**config.mk**
```make
export PLATFORM = sky130hd
export DESIGN_NAME = fetch_sequencer
export DESIGN_NICKNAME = d
export VERILOG_FILES = /design/src/rtl/fetch_pkg.sv /design/src/rtl/fetch_sequencer.sv
export SDC_FILE = /design/constraint.sdc
export NUM_CORES = 1
export LEC_CHECK = 0
export CORE_MARGIN = 4
export CORE_UTILIZATION = 50
export DETAILED_ROUTE_END_ITERATION = 6
export DONT_BUFFER_PORTS = 1
export PLACE_DENSITY_LB_ADDON = 0.2
export SKIP_LAST_GASP = 1
export SLEW_MARGIN = 20
export SYNTH_ARGS = -nofsm -noshare
export SYNTH_HDL_FRONTEND = slang
export SYNTH_SLANG_ARGS = --single-unit
export TNS_END_PERCENT = 5
```
**constraint.sdc**
```tcl
create_clock -name clock -period 1.4 [get_ports clock]
set_input_delay 0.14 -clock clock [delete_from_list [all_inputs] [get_ports clock]]
set_output_delay 0.14 -clock clock [all_outputs]
set_load 0.02 [all_outputs]
```
**src/rtl/fetch_pkg.sv**
```systemverilog
// Shared definitions for the instruction fetch sequencer.
//   fetch_state_t : sequencer FSM encoding (also visible on the debug port)
//   *_DEF         : default widths for the PC and the instruction word
package fetch_pkg;

    localparam int ADDR_WIDTH_DEF  = 8;
    localparam int INSTR_WIDTH_DEF = 16;

    typedef enum logic [2:0] {
        BOOT   = 3'd0,
        FETCH  = 3'd1,
        HOLD   = 3'd2,
        FLUSH  = 3'd3,
        HALTED = 3'd4
    } fetch_state_t;

endpackage

```
**src/rtl/fetch_sequencer.sv**
```systemverilog
// Instruction fetch control stage in front of a loadable program counter.
// Drives the counter (enable / count_up / load / load_value), reads the
// current PC back as the fetch address, requests instruction words from
// memory and hands each word to decode.
//
// Ports:
//   clock, reset              rising-edge clock, synchronous active-high reset
//   pc_value                  current counter value (fetch address)
//   pc_enable/pc_count_up/
//   pc_load/pc_load_value     counter controls (combinational)
//   mem_req/mem_addr          memory read request (combinational)
//   mem_ready/mem_rdata       memory read completion and data
//   instr_valid/instr_ready/
//   instr_data/instr_pc       fetched word to decode (registered)
//   redirect_valid/target     taken branch / jump, one-cycle pulse
//   halt                      level, stop issuing new fetches
//   dbg_state                 current FSM state
//
// Handshake: a word moves to decode in any cycle where instr_valid and
// instr_ready are both 1; instr_data/instr_pc stay stable while instr_valid
// is 1 and instr_ready is 0. On the memory side a read completes in a cycle
// where mem_req and mem_ready are both 1; dropping mem_req abandons it.
module fetch_sequencer
    import fetch_pkg::*;
#(
    parameter int                    ADDR_WIDTH   = ADDR_WIDTH_DEF,
    parameter int                    INSTR_WIDTH  = INSTR_WIDTH_DEF,
    parameter logic [ADDR_WIDTH-1:0] RESET_VECTOR = '0
) (
    input  logic                   clock,
    input  logic                   reset,
    input  logic [ADDR_WIDTH-1:0]  pc_value,
    output logic                   pc_enable,
    output logic                   pc_count_up,
    output logic                   pc_load,
    output logic [ADDR_WIDTH-1:0]  pc_load_value,
    output logic                   mem_req,
    output logic [ADDR_WIDTH-1:0]  mem_addr,
    input  logic                   mem_ready,
    input  logic [INSTR_WIDTH-1:0] mem_rdata,
    output logic                   instr_valid,
    input  logic                   instr_ready,
    output logic [INSTR_WIDTH-1:0] instr_data,
    output logic [ADDR_WIDTH-1:0]  instr_pc,
    input  logic                   redirect_valid,
    input  logic [ADDR_WIDTH-1:0]  redirect_target,
    input  logic                   halt,
    output fetch_state_t           dbg_state
);

    fetch_state_t           state_q, state_d;
    logic                   instr_valid_q, instr_valid_d;
    logic [INSTR_WIDTH-1:0] instr_data_q, instr_data_d;
    logic [ADDR_WIDTH-1:0]  instr_pc_q, instr_pc_d;

    logic                   redirect;
    logic                   count_up_c;
    logic                   load_c;
    logic [ADDR_WIDTH-1:0]  load_value_c;
    logic                   req_c;

    always_comb begin
        state_d       = state_q;
        instr_valid_d = instr_valid_q;
        instr_data_d  = instr_data_q;
        instr_pc_d    = instr_pc_q;
        count_up_c    = 1'b0;
        load_c        = 1'b0;
        load_value_c  = '0;
        req_c         = 1'b0;
        // The boot load must not be overridden, so redirects wait for FETCH.
        redirect      = redirect_valid && (state_q != BOOT);

        case (state_q)
            BOOT: begin
                load_c       = 1'b1;
                load_value_c = RESET_VECTOR;
                state_d      = FETCH;
            end
            FETCH: begin
                if (halt) begin
                    state_d = HALTED;
                end else begin
                    req_c = 1'b1;
                    if (mem_ready) begin
                        instr_valid_d = 1'b1;
                        instr_data_d  = mem_rdata;
                        instr_pc_d    = pc_value;
                        count_up_c    = 1'b1;
                        state_d       = HOLD;
                    end
                end
            end
            HOLD: begin
                if (instr_ready) begin
                    instr_valid_d = 1'b0;
                    state_d       = halt ? HALTED : FETCH;
                end
            end
            FLUSH: begin
                // Counter already holds the target; just one idle cycle.
                state_d = halt ? HALTED : FETCH;
            end
            HALTED: begin
                if (!halt) begin
                    state_d = FETCH;
                end
            end
            default: begin
                state_d = BOOT;
            end
        endcase

        // Redirect wins over any same-cycle fetch completion: the counter
        // prefers count_up over load, so the increment must be suppressed,
        // and the word fetched from the old path is thrown away.
        if (redirect) begin
            load_c        = 1'b1;
            load_value_c  = redirect_target;
            count_up_c    = 1'b0;
            instr_valid_d = 1'b0;
            instr_data_d  = instr_data_q;
            instr_pc_d    = instr_pc_q;
            state_d       = FLUSH;
        end

        if (reset) begin
            count_up_c   = 1'b0;
            load_c       = 1'b0;
            load_value_c = '0;
            req_c        = 1'b0;
        end
    end

    always_ff @(posedge clock) begin
        if (reset) begin
            state_q       <= BOOT;
            instr_valid_q <= 1'b0;
            instr_data_q  <= '0;
            instr_pc_q    <= '0;
        end else begin
            state_q       <= state_d;
            instr_valid_q <= instr_valid_d;
            instr_data_q  <= instr_data_d;
            instr_pc_q    <= instr_pc_d;
        end
    end

    assign pc_count_up   = count_up_c;
    assign pc_load       = load_c;
    assign pc_load_value = load_value_c;
    assign pc_enable     = count_up_c | load_c;
    assign mem_req       = req_c;
    assign mem_addr      = req_c ? pc_value : '0;
    assign instr_valid   = instr_valid_q;
    assign instr_data    = instr_data_q;
    assign instr_pc      = instr_pc_q;
    assign dbg_state     = state_q;

endmodule

```
-- Word-level counts from Yosys, hierarchy flattened
Index checks and enable logic that the tools add are counted.
- flip-flop bits (word level): 28
- input bits: 38
- output and inout port bits: 48
- logic and storage cells: 54
- eq/ne operators: 12
- mux-type cells: 25
- bitwise gates (word level): 3
- reductions and logical operators: 9
- operator list (operator ; count):
    two-way mux 8 bit ; 3
    two-way mux 3 bit ; 5
    case mux 3 bit (5 select lines) ; 1
    two-way mux 1 bit ; 14
    inequality test 3 bit, second input constant ; 3
    inequality test 2 bit, second input constant ; 4
    AND reduction 4 bit ; 2
    equality test 3 x 2 -> 1 bit, second input constant ; 2
    AND reduction 3 bit ; 2
    inequality test 4 bit, second input constant ; 1
    equality test 3 x 1 -> 1 bit, second input constant ; 1
    equality test 3 bit, second input constant ; 1
    logical NOT 3 bit ; 1
    nonzero test 3 bit ; 1
    two-way mux 2 bit ; 1
    inverter 1 bit ; 2
    case mux 1 bit (2 select lines) ; 1
    nonzero test 2 bit ; 1
    OR reduction 2 bit ; 1
    logical AND 1 bit ; 1
    OR 1 bit ; 1

-- Longest topological paths before layout
Gate-level depths: netlist (run 1).
- word-level depth: 6
- depth in mapped cells: 6
- mapped depth without buffers: 3

-- Worst setup path after synthesis (run 1)
OpenSTA, ideal clock, no wires.
- path type: flip-flop to output port
- start point: reg state_q[2] (netlist: dbg_state[2])
- end point: out pc_count_up
- arrival time: 1644 ps
- required time: 1260 ps
- setup slack: -384 ps
- stages on the path, launching flop included: 6
- buffers on the path: 2
- cells stage by stage: dfxtp_1 buf_6 or3b_1 buf_6 nor3_4 and3_1
- cells in the longest elaborated chain, start to end: 4
- elaborated cells on any way between the ends: 6
- those cells by class: eq/ne: 1; mux: 3; reduce/logical: 2
- RTL lines (item ; RTL line ; text):
    from (decl) ; fetch_sequencer.sv:51 ; fetch_state_t state_q, state_d;
    from (signal assigned) ; fetch_sequencer.sv:142 ; state_q <= state_d;
    equality test 3 x 1 -> 1 bit / nonzero test 3 bit (equally long branches) ; fetch_sequencer.sv:74, fetch_sequencer.sv:72 ;
    two-way mux 1 bit / logical AND 1 bit (equally long branches) ; fetch_sequencer.sv:74, fetch_sequencer.sv:72 ;
    two-way mux 1 bit (*) ; fetch_sequencer.sv:117 ; if (redirect) begin
    two-way mux 1 bit (*) ; fetch_sequencer.sv:127 ; if (reset) begin
    to (decl) ; fetch_sequencer.sv:34 ; output logic pc_count_up,
Every way passes the cells marked *; elsewhere a longest branch is shown, timed or not.

-- Final worst setup path (run 1)
- start point: reg state_q[0] (netlist: dbg_state[0])
- end point: out pc_count_up
Same word-level chain as after synthesis.

==> results of run 1 <==
routing by layer:
| layer | share of wire [%] | global-route usage [%] |
|---|---|---|
| met5 | 0 | 0 |
| met4 | 1.6 | 5.70 |
| met3 | 11 | 7.13 |
| met2 | 50 | 35.6 |
| met1 | 38 | 25.7 |
metrics by stage:
stage / instances / setup slack (ps) / hold WS (ps) / power [mW]
2_1_floorplan: 168 / -366 / 288 / 1.08
3_3_place_gp: 196 / -99.6 / 213 / 1.13
3_5_place_dp: 196 / -130 / 215 / 1.14
4_1_cts: 204 / -313 / -136 / 1.47
5_1_grt: 204 / -405 / -157 / 1.54
6_report: 204 / -345 / -123 / 1.46
critical path: stages (launching register included):
cell and delay [ps]:
dfxtp_2 370, or3b_4 390, nor3_4 160, buf_4 150
and3_4 220
placed cells by master (no fill, tap or decap), types with 2 or more instances in the layout:
cell type	n
dfxtp_2	2
o21ai_0	24
clkbuf_4	3
dfxtp_1	26
and2_1	8
nand2_1	2
and2_4	7
nor2_1	9
buf_4	13
buf_6	2
nor3b_2	2
o21ai_1	3
a21oi_1	25
dlygate4sd3_1	3
nand3_1	24
inv_1	3
what timing repair did:
item / CTS / global route
gates resized for setup: 11 / 2
buffers inserted: 2 / 0
endpoints found under the hold margin: 28 / 25
pin swaps: 2 / 0
endpoints found under the setup margin: 42 / 46
path summary, 6_finish.rpt:
check	from	endpoint	slack [ps]	cells past startpoint
worst max-delay path	dbg_state[0]	pc_count_up	-350	4
worst max register to register	dbg_state[1]	instr_data[0]	-50	6
worst min register to register	instr_data[8]	instr_data[8]	580	2
worst min-delay path	reset	instr_pc[3]	-120	1
power groups by stage:
| stage | Combinational, mW | Sequential, mW | Clock, mW |
|---|---|---|---|
| after floorplan | 0.202 | 0.873 | 0 |
| after global placement | 0.265 | 0.864 | 0 |
| after detailed placement | 0.274 | 0.866 | 0 |
| after CTS | 0.297 | 0.849 | 0.320 |
| after global routing | 0.327 | 0.852 | 0.359 |
| final | 0.305 | 0.849 | 0.306 |
flip-flops by register name, indices dropped and copies added (netlist names):
name	count
dbg_state	3
instr_data	16
instr_pc	8
instr_valid	1
area by class of cell:
class	count	area share, %
clock buffers	3	1.47
inverters	3	0.736
multi-input cells	121	47.4
flip-flops and latches	28	36.8
well taps	30	2.45
repair buffers	19	11.1
cell families (layout without fill, tap and decap cells):
kind of cell / Yosys count / in the layout / share of synthesized area, %
buffers and inverters: 19 / 25 / 7.04
AOI/OAI and AO/OA: 59 / 59 / 23.8
and+or+nand+nor: 62 / 62 / 27.7
DFF: 28 / 28 / 41.5
==> metrics, run 1 <==
status=complete, but fails checks; violated checks=hold timing, setup timing; IO Port Bufs=0; Clk pwr share=21.0%; Pins Over Slew Limit=0; worst skew pair latency=310 ps; Rows=18; Max Root-Sink Buffers=2; synth warn=0; number of flops mapped to enable cells by yosys=0; post-route ant nets=0; Slew Limit Headroom=69.2%; final setup violating endpoints=45; cts hold-fix bufs=3; gpl congestion=0.728; initial antenna violation count=0; Switching Power=0.418 mW; I/O pins=86; HP Class=in2reg; largest net degree at the start of global routing=33; Starting DRT DRC Count=93; ant diodes=0; part of the power in combinational logic=20.9%; cell internal pwr=1.04 mW; vias per cell=6.26; total grt overflow=0; mapped cell area=1350 µm²; Starting Density=between 50% and 60%; clock root buffer=clkbuf_4; WP data required=1260 ps; core region area=2520 µm²; register bit total from synthesis=28; VDD IR-drop max=871 µV; WS Path Type=reg2out; Synth cell types=29; Post-Synthesis Cells=168; Pleak=0.544 nW; share of power burned in registers=58.2%; top cells by area, synth=dfxtp_1, a21oi_1, nand3_1, o21ai_0, and2_2; share of cells above drive strength 1=22.4%; CP Capture Type=output port; via count=1278; syn_area_per_cell=between 8 and 9 µm²; fmax=0.573 GHz; leading area contributor after synthesis=dfxtp_1; PD cells=between 900 and 1000 nW/µm²; die height=60.0 µm; Area Growth Syn to Fin=13.2%; clk_skew=about 8.6 ps; Worst-Margin Slew=457 ps; Tmin final=1750 ps; most instantiated cells after synthesis=dfxtp_1, a21oi_1, nand3_1, o21ai_0, nor2_1; post-route setup slack=-345 ps; critical path data arrival time=1610 ps; Sw Share=approximately 29%; final WL=3.78 mm; Clk pin slew, worst setup/hold paths=130 ps; Syn Nets=206; vias in the first global route=1237; RSZ-0062 raised after global routing=true; DR WL/cell=18.5 µm; startpoint types=flip-flop; Worst Path Max Fanout=4; dpl hpwl=roughly 2.5 mm; asr flop ratio synth=0%; Die X=60.0 µm; DRC viols=0; nets=roughly 210; top-area cell type share of the netlist area=41.5%; fin util=between 60% and 70%; CTS tree=built; CTS sink cnt=28; DP Area=1430 µm²; Post-Layout Inst Area=around 1500 µm²; final worst-path cycle share=125%; Setup TNS Final=-6230 ps; Max-Cap Viols=0; most frequent cell after synthesis=dfxtp_1; Reg area=~560 µm²; register area share after synthesis=41.5%; Hold Vio Cnt, Final=25; fillers=216; worst hold margin=-123 ps; TritonCTS Buffers=3; footprint of the multi-input gates=roughly 730 µm²; first-pass GRT wire length=5.85 mm; GRT Total Usage=21.2%; Die Area=3600 µm²; CTS H-tree depth=1; DRT Pass-1 Iters=4; predominant post-synthesis flop cell=dfxtp_1
(Power assumes the default switching activity.)
==> run 2, diff against run 1 <==
--- a/config.mk
+++ b/config.mk
@@ -7,9 +7,11 @@
 export LEC_CHECK = 0
 export CORE_MARGIN = 4
 export CORE_UTILIZATION = 50
+export CTS_CLUSTER_DIAMETER = 200
 export DETAILED_ROUTE_END_ITERATION = 6
 export DONT_BUFFER_PORTS = 1
 export PLACE_DENSITY_LB_ADDON = 0.2
+export SKIP_CTS_REPAIR_TIMING = 1
 export SKIP_LAST_GASP = 1
 export SLEW_MARGIN = 20
 export SYNTH_ARGS = -nofsm -noshare
==> run 2 against run 1 <==
  * The run still ends with hold timing, setup timing left
  * Setup slack worse by 1.7 ps
  * Clock skew up 0.55 ps
  * Non-clock buffer count down 1
  * Utilization down 0.60 points
  * Sequential share of layout area up 0.36 points
  * Power down 0.60%
  * Fmax about the same
  * Critical endpoint unchanged
  * Routed wire length down 2.6%
  * Highest routed layer unchanged
  * Largest cell class unchanged
  * Hold slack better by 1.1 ps
==> metrics, run 2 (same netlist as run 1, synthesis figures left out) <==
Area Growth Syn to Fin=12.1%; Hold Vio Cnt, Final=26; final worst-path cycle share=125%; Die Area=3600 µm²; I/O pins=86; startpoint types=flip-flop; Switching Power=around 0.41 mW; Rows=18; Max-Cap Viols=0; largest net degree at the start of global routing=33; final WL=approximately 3.7 mm; part of the power in combinational logic=20.5%; share of cells above drive strength 1=22.5%; Slowest-stage cell, CP=or3b_4; CTS H-tree depth=1; dpl hpwl=2.53 mm; WS Path Type=reg2out; CP Capture Type=output port; first-pass GRT wire length=~5.5 mm; DR WL/cell=18.2 µm; WP data required=1260 ps; vias in the first global route=1183; Clk pwr share=21.0%; Tmin final=1750 ps; cell internal pwr=approximately 1.0 mW; violated checks=hold timing, setup timing; nets=~210; VDD IR-drop max=868 µV; total grt overflow=0; Max Root-Sink Buffers=2; crit-path max cell delay=390 ps; via count=1275; clock root buffer=clkbuf_4; PD cells=957 nW/µm²; ant diodes=0; post-route ant nets=0; GRT Total Usage=between 10% and 20%; worst flop-to-flop path startpoint=dbg_state[1]; core region area=between 2000 and 3000 µm²; critical path data arrival time=1610 ps; Pleak=about 0.54 nW; crit path launch=dbg_state[0]; CTS tree=built; DRT Pass-1 Iters=4; Clk pin slew, worst setup/hold paths=about 130 ps; fin util=60.1%; IO Port Bufs=0; TritonCTS Buffers=3; RSZ-0062 raised after global routing=true; fmax=0.572 GHz; Die X=60.0 µm; HP Class=in2reg; Slew Limit Headroom=74.0%; status=complete, but fails checks; initial antenna violation count=0; commonest non-fill, non-tap cell in the layout=dfxtp_1; worst hold margin=-122 ps; gpl congestion=between 0.7 and 0.8; crit path buf inv count=1; CTS sink cnt=28; CP cell instances=or3b_4, nor3_4, buf_4, and3_4; Starting Density=53.6%; Starting DRT DRC Count=89; worst skew pair latency=just over 300 ps; most frequent cells in the layout=dfxtp_1, a21oi_1, nand3_1, o21ai_0, buf_4; Hold Path Origin=reset; DRC viols=0; post-route setup slack=-347 ps; final setup violating endpoints=43; Worst-Margin Slew=385 ps; Sw Share=between 20% and 30%; share of power burned in registers=58.5%; vias per cell=6.28; die height=60.0 µm; r2r setup slk=-30 ps; delay-heaviest family, CP=simple AND/OR/NAND/NOR gates; clk_skew=9.14 ps; Pins Over Slew Limit=0; Worst Path Max Fanout=4; max reg flops=16
-- run 2: cell count changes in the layout (fill, tap and decap cells not counted), sizes merged --
cell,change
dlygate4sd3,-1
-- run 2: final cells by class --
cell class | count | area, µm²
Fill cell | 217 | 1010
Multi-Input combinational cell | 121 | 724
Sequential cell | 28 | 563
Timing Repair Buffer | 18 | 156
Tap cell | 30 | 37.5
Clock buffer | 3 | 22.5
Inverter | 3 | 11.3
-- run 2: per-layer routing --
metal	share of wire (%)	vias to the layer above	track usage (%)
li1	-	603	-
met1	38	598	23.5
met2	50	70	34.7
met3	11	4	6.91
met4	0.65	0	3.48
met5	0	-	0
-- run 2: final timing paths --
kind	end	cells past startpoint
max	pc_count_up	4
min	instr_pc[3]	1
max reg2reg	instr_data[0]	6
min reg2reg	instr_data[8]	2
-- run 2: power by group through the flow --
stage	sequential (mW)	combinational [mW]	clock [mW]
final	0.848	0.298	0.304
after global routing	0.852	0.321	0.359
after floorplan	0.873	0.202	0
after detailed placement	0.866	0.274	0
after global placement	0.864	0.265	0
after CTS	0.848	0.275	0.320
-- run 2: per-stage QoR --
step | instance area [µm²] | TNS (ps) | power, mW | std cells | setup slack (ps)
after floorplan | 1360 | -5240 | 1.08 | 168 | -366
after global placement | 1430 | -741 | 1.13 | 196 | -99.6
after detailed placement | 1430 | -1030 | 1.14 | 196 | -130
after CTS | 1450 | -7920 | 1.44 | 199 | -503
after global routing | 1520 | -9350 | 1.53 | 203 | -421
final | 1520 | -5680 | 1.45 | 203 | -347
